File: config.mk
export PLATFORM = sky130hd
export DESIGN_NAME = shift_add_mult
export DESIGN_NICKNAME = d
export VERILOG_FILES = /design/src/rtl/shift_add_mult_pkg.sv /design/src/rtl/shift_add_step.sv /design/src/rtl/shift_add_mult.sv
export SDC_FILE = /design/constraint.sdc
export NUM_CORES = 1
export LEC_CHECK = 0
export CAP_MARGIN = 10
export CORE_ASPECT_RATIO = 1.1
export CORE_MARGIN = 1.5
export CORE_UTILIZATION = 47
export CTS_CLUSTER_DIAMETER = 100
export DETAILED_ROUTE_END_ITERATION = 8
export PLACE_DENSITY_LB_ADDON = 0.12
export SLEW_MARGIN = 25
export SYNTH_ARGS = -nofsm -noshare
export SYNTH_HDL_FRONTEND = slang
export SYNTH_SLANG_ARGS = --single-unit
File: constraint.sdc
create_clock -name clk_in -period 2.05 [get_ports clk_in]
set_clock_uncertainty 0.2 [all_clocks]
set_input_delay 0.615 -clock clk_in [delete_from_list [all_inputs] [get_ports clk_in]]
set_output_delay 0.615 -clock clk_in [all_outputs]
set_load 0.02 [all_outputs]
File: src/rtl/shift_add_mult_pkg.sv
// ============================================================================
// Module  : shift_add_mult_pkg
// Purpose : Shared types and helpers for the sequential shift-add multiplier.
//           - mult_state_t : controller state (IDLE, RUN)
//           - cnt_w(d)     : width of a counter able to hold 0..d
// Config  : none here; SHIFT_ADD_MULT_SIGNED_EN is consumed by the RTL files.
// Revision: 1.0 - initial release
// ============================================================================
`default_nettype none

package shift_add_mult_pkg;

  typedef enum logic [0:0] {
    IDLE = 1'b0,
    RUN  = 1'b1
  } mult_state_t;

  function automatic int cnt_w(input int d);
    return $clog2(d + 1);
  endfunction

endpackage

`default_nettype wire

File: src/rtl/shift_add_step.sv
// ============================================================================
// Module  : shift_add_step
// Purpose : Combinational single partial-product step of the shift-add
//           multiplier: conditional add/subtract of the multiplicand into the
//           accumulator followed by a one-bit right shift of {acc, mq}.
// Ports   : acc      [D_SIZE:0]   current accumulator
//           mq       [D_SIZE-1:0] current multiplier shift register
//           mcand    [D_SIZE-1:0] captured multiplicand
//           sgn                   two's-complement mode for this operation
//           last                  this is the final step (count = D_SIZE-1)
//           acc_next [D_SIZE:0]   accumulator after the step
//           mq_next  [D_SIZE-1:0] multiplier register after the step
// Config  : SHIFT_ADD_MULT_SIGNED_EN - when undefined the subtract path for
//           the signed final step is not built.
// Revision: 1.0 - initial release
// ============================================================================
`default_nettype none

module shift_add_step #(
  parameter int D_SIZE = 8
) (
  input  logic [D_SIZE:0]   acc,
  input  logic [D_SIZE-1:0] mq,
  input  logic [D_SIZE-1:0] mcand,
  input  logic              sgn,
  input  logic              last,
  output logic [D_SIZE:0]   acc_next,
  output logic [D_SIZE-1:0] mq_next
);

  logic [D_SIZE:0]   ext;
  // One extra bit above the accumulator catches the unsigned carry out.
  logic [D_SIZE+1:0] sum;
  logic              msb_in;

`ifdef SHIFT_ADD_MULT_SIGNED_EN
  logic do_sub;
  // The multiplier's MSB has negative weight in two's complement, so the
  // last partial product is subtracted instead of added.
  assign do_sub = sgn & last;
`else
  logic unused_last;
  assign unused_last = last;
`endif

  always_comb begin
    ext = {sgn & mcand[D_SIZE-1], mcand};
    sum = {1'b0, acc};
    if (mq[0]) begin
`ifdef SHIFT_ADD_MULT_SIGNED_EN
      if (do_sub) begin
        sum = {1'b0, acc} - {1'b0, ext};
      end else begin
        sum = {1'b0, acc} + {1'b0, ext};
      end
`else
      sum = {1'b0, acc} + {1'b0, ext};
`endif
    end
    // Signed: the D_SIZE+1-bit result cannot overflow, so its MSB is the
    // true sign to replicate. Unsigned: the carry is the bit shifted in.
    msb_in   = sgn ? sum[D_SIZE] : sum[D_SIZE+1];
    acc_next = {msb_in, sum[D_SIZE:1]};
    mq_next  = {sum[0], mq[D_SIZE-1:1]};
  end

endmodule

`default_nettype wire

File: src/rtl/shift_add_mult.sv
// ============================================================================
// Module  : shift_add_mult
// Purpose : Parametrised sequential shift-add multiplier, one partial
//           product per clock, with start/busy/done handshake.
// Ports   : clk_in                       clock, rising edge
//           rst_in                       asynchronous active-high reset
//           strt_in                      start request (ignored while busy)
//           signed_in                    two's-complement operands
//           a_in        [D_SIZE-1:0]     multiplicand
//           b_in        [D_SIZE-1:0]     multiplier
//           busy_out                     operation in progress
//           done_out                     one-cycle pulse on product update
//           product_out [2*D_SIZE-1:0]   result, held until next completion
// Config  : SHIFT_ADD_MULT_SIGNED_EN - define to honour signed_in; when
//           undefined all operations are unsigned and signed_in is ignored.
// Revision: 1.0 - initial release
// ============================================================================
`default_nettype none

module shift_add_mult
  import shift_add_mult_pkg::*;
#(
  parameter int D_SIZE = 8
) (
  input  logic                  clk_in,
  input  logic                  rst_in,
  input  logic                  strt_in,
  input  logic                  signed_in,
  input  logic [D_SIZE-1:0]     a_in,
  input  logic [D_SIZE-1:0]     b_in,
  output logic                  busy_out,
  output logic                  done_out,
  output logic [2*D_SIZE-1:0]   product_out
);

  localparam int            CW       = cnt_w(D_SIZE);
  localparam logic [CW-1:0] LAST_CNT = CW'(D_SIZE - 1);

  mult_state_t           state_q, state_d;
  logic [CW-1:0]         cnt_q, cnt_d;
  logic [D_SIZE:0]       acc_q, acc_d;
  logic [D_SIZE-1:0]     mq_q, mq_d;
  logic [D_SIZE-1:0]     mcand_q, mcand_d;
  logic                  sgn_q, sgn_d;
  logic                  busy_q, busy_d;
  logic                  done_q, done_d;
  logic [2*D_SIZE-1:0]   product_q, product_d;

  logic                  sgn_start;
  logic                  last_step;
  logic [D_SIZE:0]       acc_step;
  logic [D_SIZE-1:0]     mq_step;

`ifdef SHIFT_ADD_MULT_SIGNED_EN
  assign sgn_start = signed_in;
`else
  logic unused_signed_in;
  assign unused_signed_in = signed_in;
  assign sgn_start        = 1'b0;
`endif

  assign last_step = (cnt_q == LAST_CNT);

  shift_add_step #(
    .D_SIZE (D_SIZE)
  ) u_step (
    .acc      (acc_q),
    .mq       (mq_q),
    .mcand    (mcand_q),
    .sgn      (sgn_q),
    .last     (last_step),
    .acc_next (acc_step),
    .mq_next  (mq_step)
  );

  always_comb begin
    state_d   = state_q;
    cnt_d     = cnt_q;
    acc_d     = acc_q;
    mq_d      = mq_q;
    mcand_d   = mcand_q;
    sgn_d     = sgn_q;
    busy_d    = busy_q;
    done_d    = 1'b0;
    product_d = product_q;

    case (state_q)
      IDLE: begin
        if (strt_in) begin
          mcand_d = a_in;
          mq_d    = b_in;
          acc_d   = '0;
          sgn_d   = sgn_start;
          cnt_d   = '0;
          busy_d  = 1'b1;
          state_d = RUN;
        end
      end
      RUN: begin
        // strt_in is deliberately not looked at here: no queuing.
        acc_d = acc_step;
        mq_d  = mq_step;
        cnt_d = cnt_q + 1'b1;
        if (last_step) begin
          product_d = {acc_step[D_SIZE-1:0], mq_step};
          done_d    = 1'b1;
          busy_d    = 1'b0;
          state_d   = IDLE;
        end
      end
      default: begin
        state_d = IDLE;
        busy_d  = 1'b0;
      end
    endcase
  end

  always_ff @(posedge clk_in or posedge rst_in) begin
    if (rst_in) begin
      state_q   <= IDLE;
      cnt_q     <= '0;
      acc_q     <= '0;
      mq_q      <= '0;
      mcand_q   <= '0;
      sgn_q     <= 1'b0;
      busy_q    <= 1'b0;
      done_q    <= 1'b0;
      product_q <= '0;
    end else begin
      state_q   <= state_d;
      cnt_q     <= cnt_d;
      acc_q     <= acc_d;
      mq_q      <= mq_d;
      mcand_q   <= mcand_d;
      sgn_q     <= sgn_d;
      busy_q    <= busy_d;
      done_q    <= done_d;
      product_q <= product_d;
    end
  end

  assign busy_out    = busy_q;
  assign done_out    = done_q;
  assign product_out = product_q;

endmodule

`default_nettype wire
# ---- Word level (Yosys, flattened, before mapping)
# Index checks and enable logic that the tools add are counted.
# W data, S select, Z words.
dict set report classes {
  n_mul 0
  div 0
  shifts 0
  n_reduce_logical 3
  bitwise 1
  magnitude_cmp 0
  n_addsub 2
  muxes 15
  eq_ne 3
}
# operator count
set op_table {}
lappend op_table {{$pmux W9 S2} 1}
lappend op_table {{$pmux W8 S2} 1}
lappend op_table {{$add A9 B8 Y10} 1}
lappend op_table {{$mux W10} 1}
lappend op_table {{$mux W9} 1}
lappend op_table {{$mux W8} 1}
lappend op_table {{$pmux W4 S2} 1}
lappend op_table {{$mux W1} 6}
lappend op_table {{$reduce_and A2 Y1} 3}
lappend op_table {{$add A4 B1 Y4 const B} 1}
lappend op_table {{$eq A4 B3 Y1 const B} 1}
lappend op_table {{$mux W4} 1}
lappend op_table {{$pmux W1 S2} 2}
lappend op_table {{$ne A2 B1 Y1 const B} 1}
lappend op_table {{$ne A2 B2 Y1 const B} 1}
lappend op_table {{$not A1 Y1} 1}
dict set report totals {
  elab_cells 32
  memories 0
  inputBits 20
  mem_bits_ro 0
  latchBits 0
  ff_bits 48
  ram_bits 0
  out_inout_bits 18
}

# ---- Depth between registers and ports, before layout
dict set report logic_depth {
  ltp_word 3
  depth_mapped 7
  depth_no_buf 7
}

# ---- Cells and area by module
# From an unflattened synthesis, not the netlist that was laid out.
dict set report hier_totals {
  hier_cells 213
  hier_area_um2 2504.9
}
# mod n_inst cells_each seq_area_each_um2 area_per_inst_um2
set by_module_without_submodules {}
lappend by_module_without_submodules {shift_add_mult 1 144 1201.2 1956.9}
lappend by_module_without_submodules {shift_add_step 1 69 0.0 548.0}

# ---- Worst setup path after synthesis
# Ideal clock, no wire load.
dict set report synth_timing {
  kind {reg-to-reg}
  start {register acc_q[0]}
  end {register acc_q[7]}
  arrival_ns 1.859
  setup_time_ns 0.134
  period_less_slack_ns 2.193
  path_buffers 0
  stages_incl_launch_ff 8
  slack_ns -0.143
  required_time_ns 1.716
  path_cell_list {dfrtp_1 > ha_1 > fa_1 > a211oi_2 > o21ai_1 > o311ai_2 > xor2_1 > o22ai_1}
}
dict set report synth_via {
  elab_chain_len 3
}
# item line_no
set synth_rtl {}
lappend synth_rtl {{start, declared} shift_add_mult.sv:41} ;# logic [D_SIZE:0] acc_q, acc_d;
lappend synth_rtl {{start signal, assigned} shift_add_mult.sv:122} ;# acc_q <= '0;
lappend synth_rtl {{start signal, assigned} shift_add_mult.sv:132} ;# acc_q <= acc_d;
lappend synth_rtl {{$add A9 B8 Y10} shift_add_step.sv:57} ;# sum = {1'b0, acc} + {1'b0, ext};
lappend synth_rtl {{$mux W10} shift_add_step.sv:49} ;# if (mq[0]) begin
lappend synth_rtl {{$pmux W9 S2} shift_add_mult.sv:87} ;# case (state_q)
# No other way between the ends.
# A chain may end at the register's enable or synchronous reset.

# ---- Worst setup path after layout
# Ends and elaborated chain as after synthesis.

==> impl_metrics.env <==
export IMPL_core_mm2=0.004652
export IMPL_layout_drive_gt1_share=0.1848
export IMPL_tightest_slew_ns=0.4675
export IMPL_synth_ff_type="dfrtp_1"
export IMPL_cts_sinks=48
export IMPL_portBuffers=36
export IMPL_syn_area_per_cell_um2=10.28
export IMPL_fmax_mhz=461.0
export IMPL_die_height_um=75.91
export IMPL_drt_vias_per_instance=5.355
export IMPL_grt_overflow=0
export IMPL_grt_first_pass_wirelength_mm=8.224
export IMPL_routedWlPerCell_um=14.51
export IMPL_critPathRequiredTime_ns=2.03
export IMPL_cts_tree="done"
export IMPL_area_growth_pct=29.86
export IMPL_cp_start_kind="register"
export IMPL_vias=1778
export IMPL_rsz0062_at_grt="true"
export IMPL_ant_nets=0
export IMPL_worstSetupEndpointType="register"
export IMPL_numCtsBuffers=5
export IMPL_pin_count=38
export IMPL_violations="setup timing"
export IMPL_rows=26
export IMPL_synthArstFlopShare=1.000
export IMPL_grt_antenna_before_repair=0
export IMPL_clk_latency_ns=0.30
export IMPL_outcome="finished with violations"
export IMPL_num_nets_final=305
export IMPL_finalNonFillerCells=332
export IMPL_grt_util_all_layers=0.1996
export IMPL_yosysWarnings=0
export IMPL_synth_edff_count=0
export IMPL_power_density_mw_per_mm2=1642
export IMPL_p_leak_uw=0.001430
export IMPL_post_dp_hpwl_mm=3.505
export IMPL_syn_nets=251
export IMPL_fin_crit_sh=1.058
export IMPL_hold_class="reg2reg"
export IMPL_clockBufferDepth=2
export IMPL_placed_cells=321
export IMPL_clkTransAtPathRegs_ns=0.09
export IMPL_die_area_mm2=0.005258
export IMPL_fp_dieW_um=69.28
export IMPL_ys_types=32
export IMPL_wl_mm=4.816
export IMPL_path_class="reg2reg"
export IMPL_hold_viol_final=0
export IMPL_drt_iter0_drc=145
export IMPL_start_util=0.4882
export IMPL_finalSetupViolations=5
export IMPL_n_antenna_cell=0
export IMPL_synth_seq_cells=48
export IMPL_syn_area_mm2=0.002271
export IMPL_slew_limit_headroom=0.6880
export IMPL_cp_data_arrival_time_ns=2.15
export IMPL_crit_chain="ha_2 > fa_2 > a211oi_2 > o21ai_2 > o311ai_2 > xor2_1 > o22ai_1"
export IMPL_cap_violations=0
export IMPL_drt_first_pass_iters=4
export IMPL_cp_slowest_cell="dfrtp_1"
export IMPL_gp_congestion=0.7771
export IMPL_cts_max_level=2
export IMPL_fin_setup_tns_ns=-0.3634
export IMPL_synth_cells=221
export IMPL_cts_root_buf="clkbuf_8"
export IMPL_drc=0
export IMPL_slowest_delay_ns=0.40
export IMPL_ir_worst_vdd_mv=0.6607
export IMPL_yosysSeqAreaShare=0.5289
export IMPL_finalCriticalPeriod_ns=2.169
export IMPL_layout_setup_ws_ns=-0.1190
export IMPL_crit_fanout=3
export IMPL_grt_start_max_net_pins=17
export IMPL_maxSlewViolCount=0
export IMPL_grt_pass1_vias=1720
==> critical path, delay by kind of cell, from the launching register on <==
family	cells	cell delay [ns]
AOI/OAI and AO/OA	4	0.65
adders and majority gates	2	0.60
xor gates and xnor gates	1	0.21
DFF	1	0.40
==> sequential cells by signal, summed over array words and instances (netlist names) <==
name / count
mcand_q: 8
cnt_q: 4
done_out: 1
state_q: 1
busy_out: 1
acc_q: 9
product_out: 16
mq_q: 8
==> synthesized netlist by cell type, types with 2 or more instances <==
cell type  count  area share
a211oi_2       2       0.011
a21oi_1       11       0.024
a31oi_1        3      0.0083
buf_2          4      0.0088
clkbuf_1       4      0.0066
dfrtp_1       48        0.53
ha_1           9       0.050
inv_1          6      0.0099
mux2_2        10       0.050
mux2i_1       11       0.048
nand2_1       50       0.083
nand3_1        4      0.0088
nor2_1         6      0.0099
nor2b_1        2      0.0055
o21ai_0       23       0.051
o21ai_1        4      0.0088
o22ai_1        4       0.011
or3_1          2      0.0055
xnor2_1        2      0.0077
xor2_1         4       0.015
==> metrics by stage <==
step	area, um2	total power (uW)	hold slack, ns	worst slack, ns	util
global placement	2824	4128	0.2623	-0.09780	0.6070
finish	2949	4844	0.2769	-0.1190	0.6339
floorplan	2280	3321	0.2529	-0.02694	-
CTS	2918	4798	0.2816	-0.1284	0.6272
global route	2949	5267	0.3167	-0.2477	0.6339
detailed placement	2824	4192	0.2665	-0.1107	0.6070
==> placed cells by master (no fill, tap or decap), types with 4 or more instances in the layout <==
cell             Yosys  final
nor2_1               6      6
dlygate4sd2_1        0     17
clkbuf_8             0      5
buf_4                1     19
inv_1                6      5
dfrtp_1             48     48
a21oi_1             11     10
o21ai_0             23     19
clkdlybuf4s50_1      0     18
mux2_2              10     10
ha_1                 9      8
o22ai_1              4      4
xor2_1               4      4
nand2_1             50     50
o21ai_1              4      6
nand3_1              4      4
mux2i_1             11     11
==> final cells by class <==
cell class,instances,area [um2]
clock inverters,2,35.03
multi-input cells,157,1023
clock buffers,6,72.57
fillers,415,1703
well taps,56,70.07
repair buffers,57,524.3
flip-flops and latches,48,1201
inverters,6,22.52
==> metal layers <==
layer  part of all wire  global-route usage  vias up
met5                  0                   0        -
met4              0.024             0.06471        0
met3              0.036             0.04920       10
met2               0.50              0.3269       32
met1               0.44              0.2600      868
li1                   -                   -      868
==> kinds of logic after synthesis <==
group	after synthesis	synth area share
xor+xnor	6	0.02314
compound gates	53	0.1394
simple gates	67	0.1218
mux	21	0.09807
fa+ha+maj	10	0.05840
flops	48	0.5289
buf+inv	16	0.03030
==> what timing repair did <==
action,CTS,global route
setup endpoints to repair,25,14
gates resized for setup,18,7
hold endpoints to repair,0,0
pin swaps,3,5
hold buffers,0,0
buffers inserted,1,2
==> worst paths after layout <==
check | slack, ns | from | end | depth (start not counted)
max | -0.12 | acc_q[0]$_DFFE_PP0P_ | acc_q[7]$_DFFE_PP0P_ | 7
min | 0.28 | product_out[4]$_DFFE_PP0P_ | product_out[4]$_DFFE_PP0P_ | 2
max reg2reg | -0.12 | acc_q[0]$_DFFE_PP0P_ | acc_q[7]$_DFFE_PP0P_ | 7
min reg2reg | 0.28 | product_out[4]$_DFFE_PP0P_ | product_out[4]$_DFFE_PP0P_ | 2
max in group asynchronous | 0.82 | rst_in | mcand_q[4]$_DFFE_PP0P_ | 3
min in group asynchronous | 0.42 | rst_in | product_out[3]$_DFFE_PP0P_ | 2
==> power breakdown <==
group	total (uW)	internal, uW	switching (uW)	leakage (uW)
sequential	1710	1390	317	0.000593
combinational	2460	1150	1310	0.000782
clock	675	362	312	0.0000552
(Power assumes the default switching activity.)
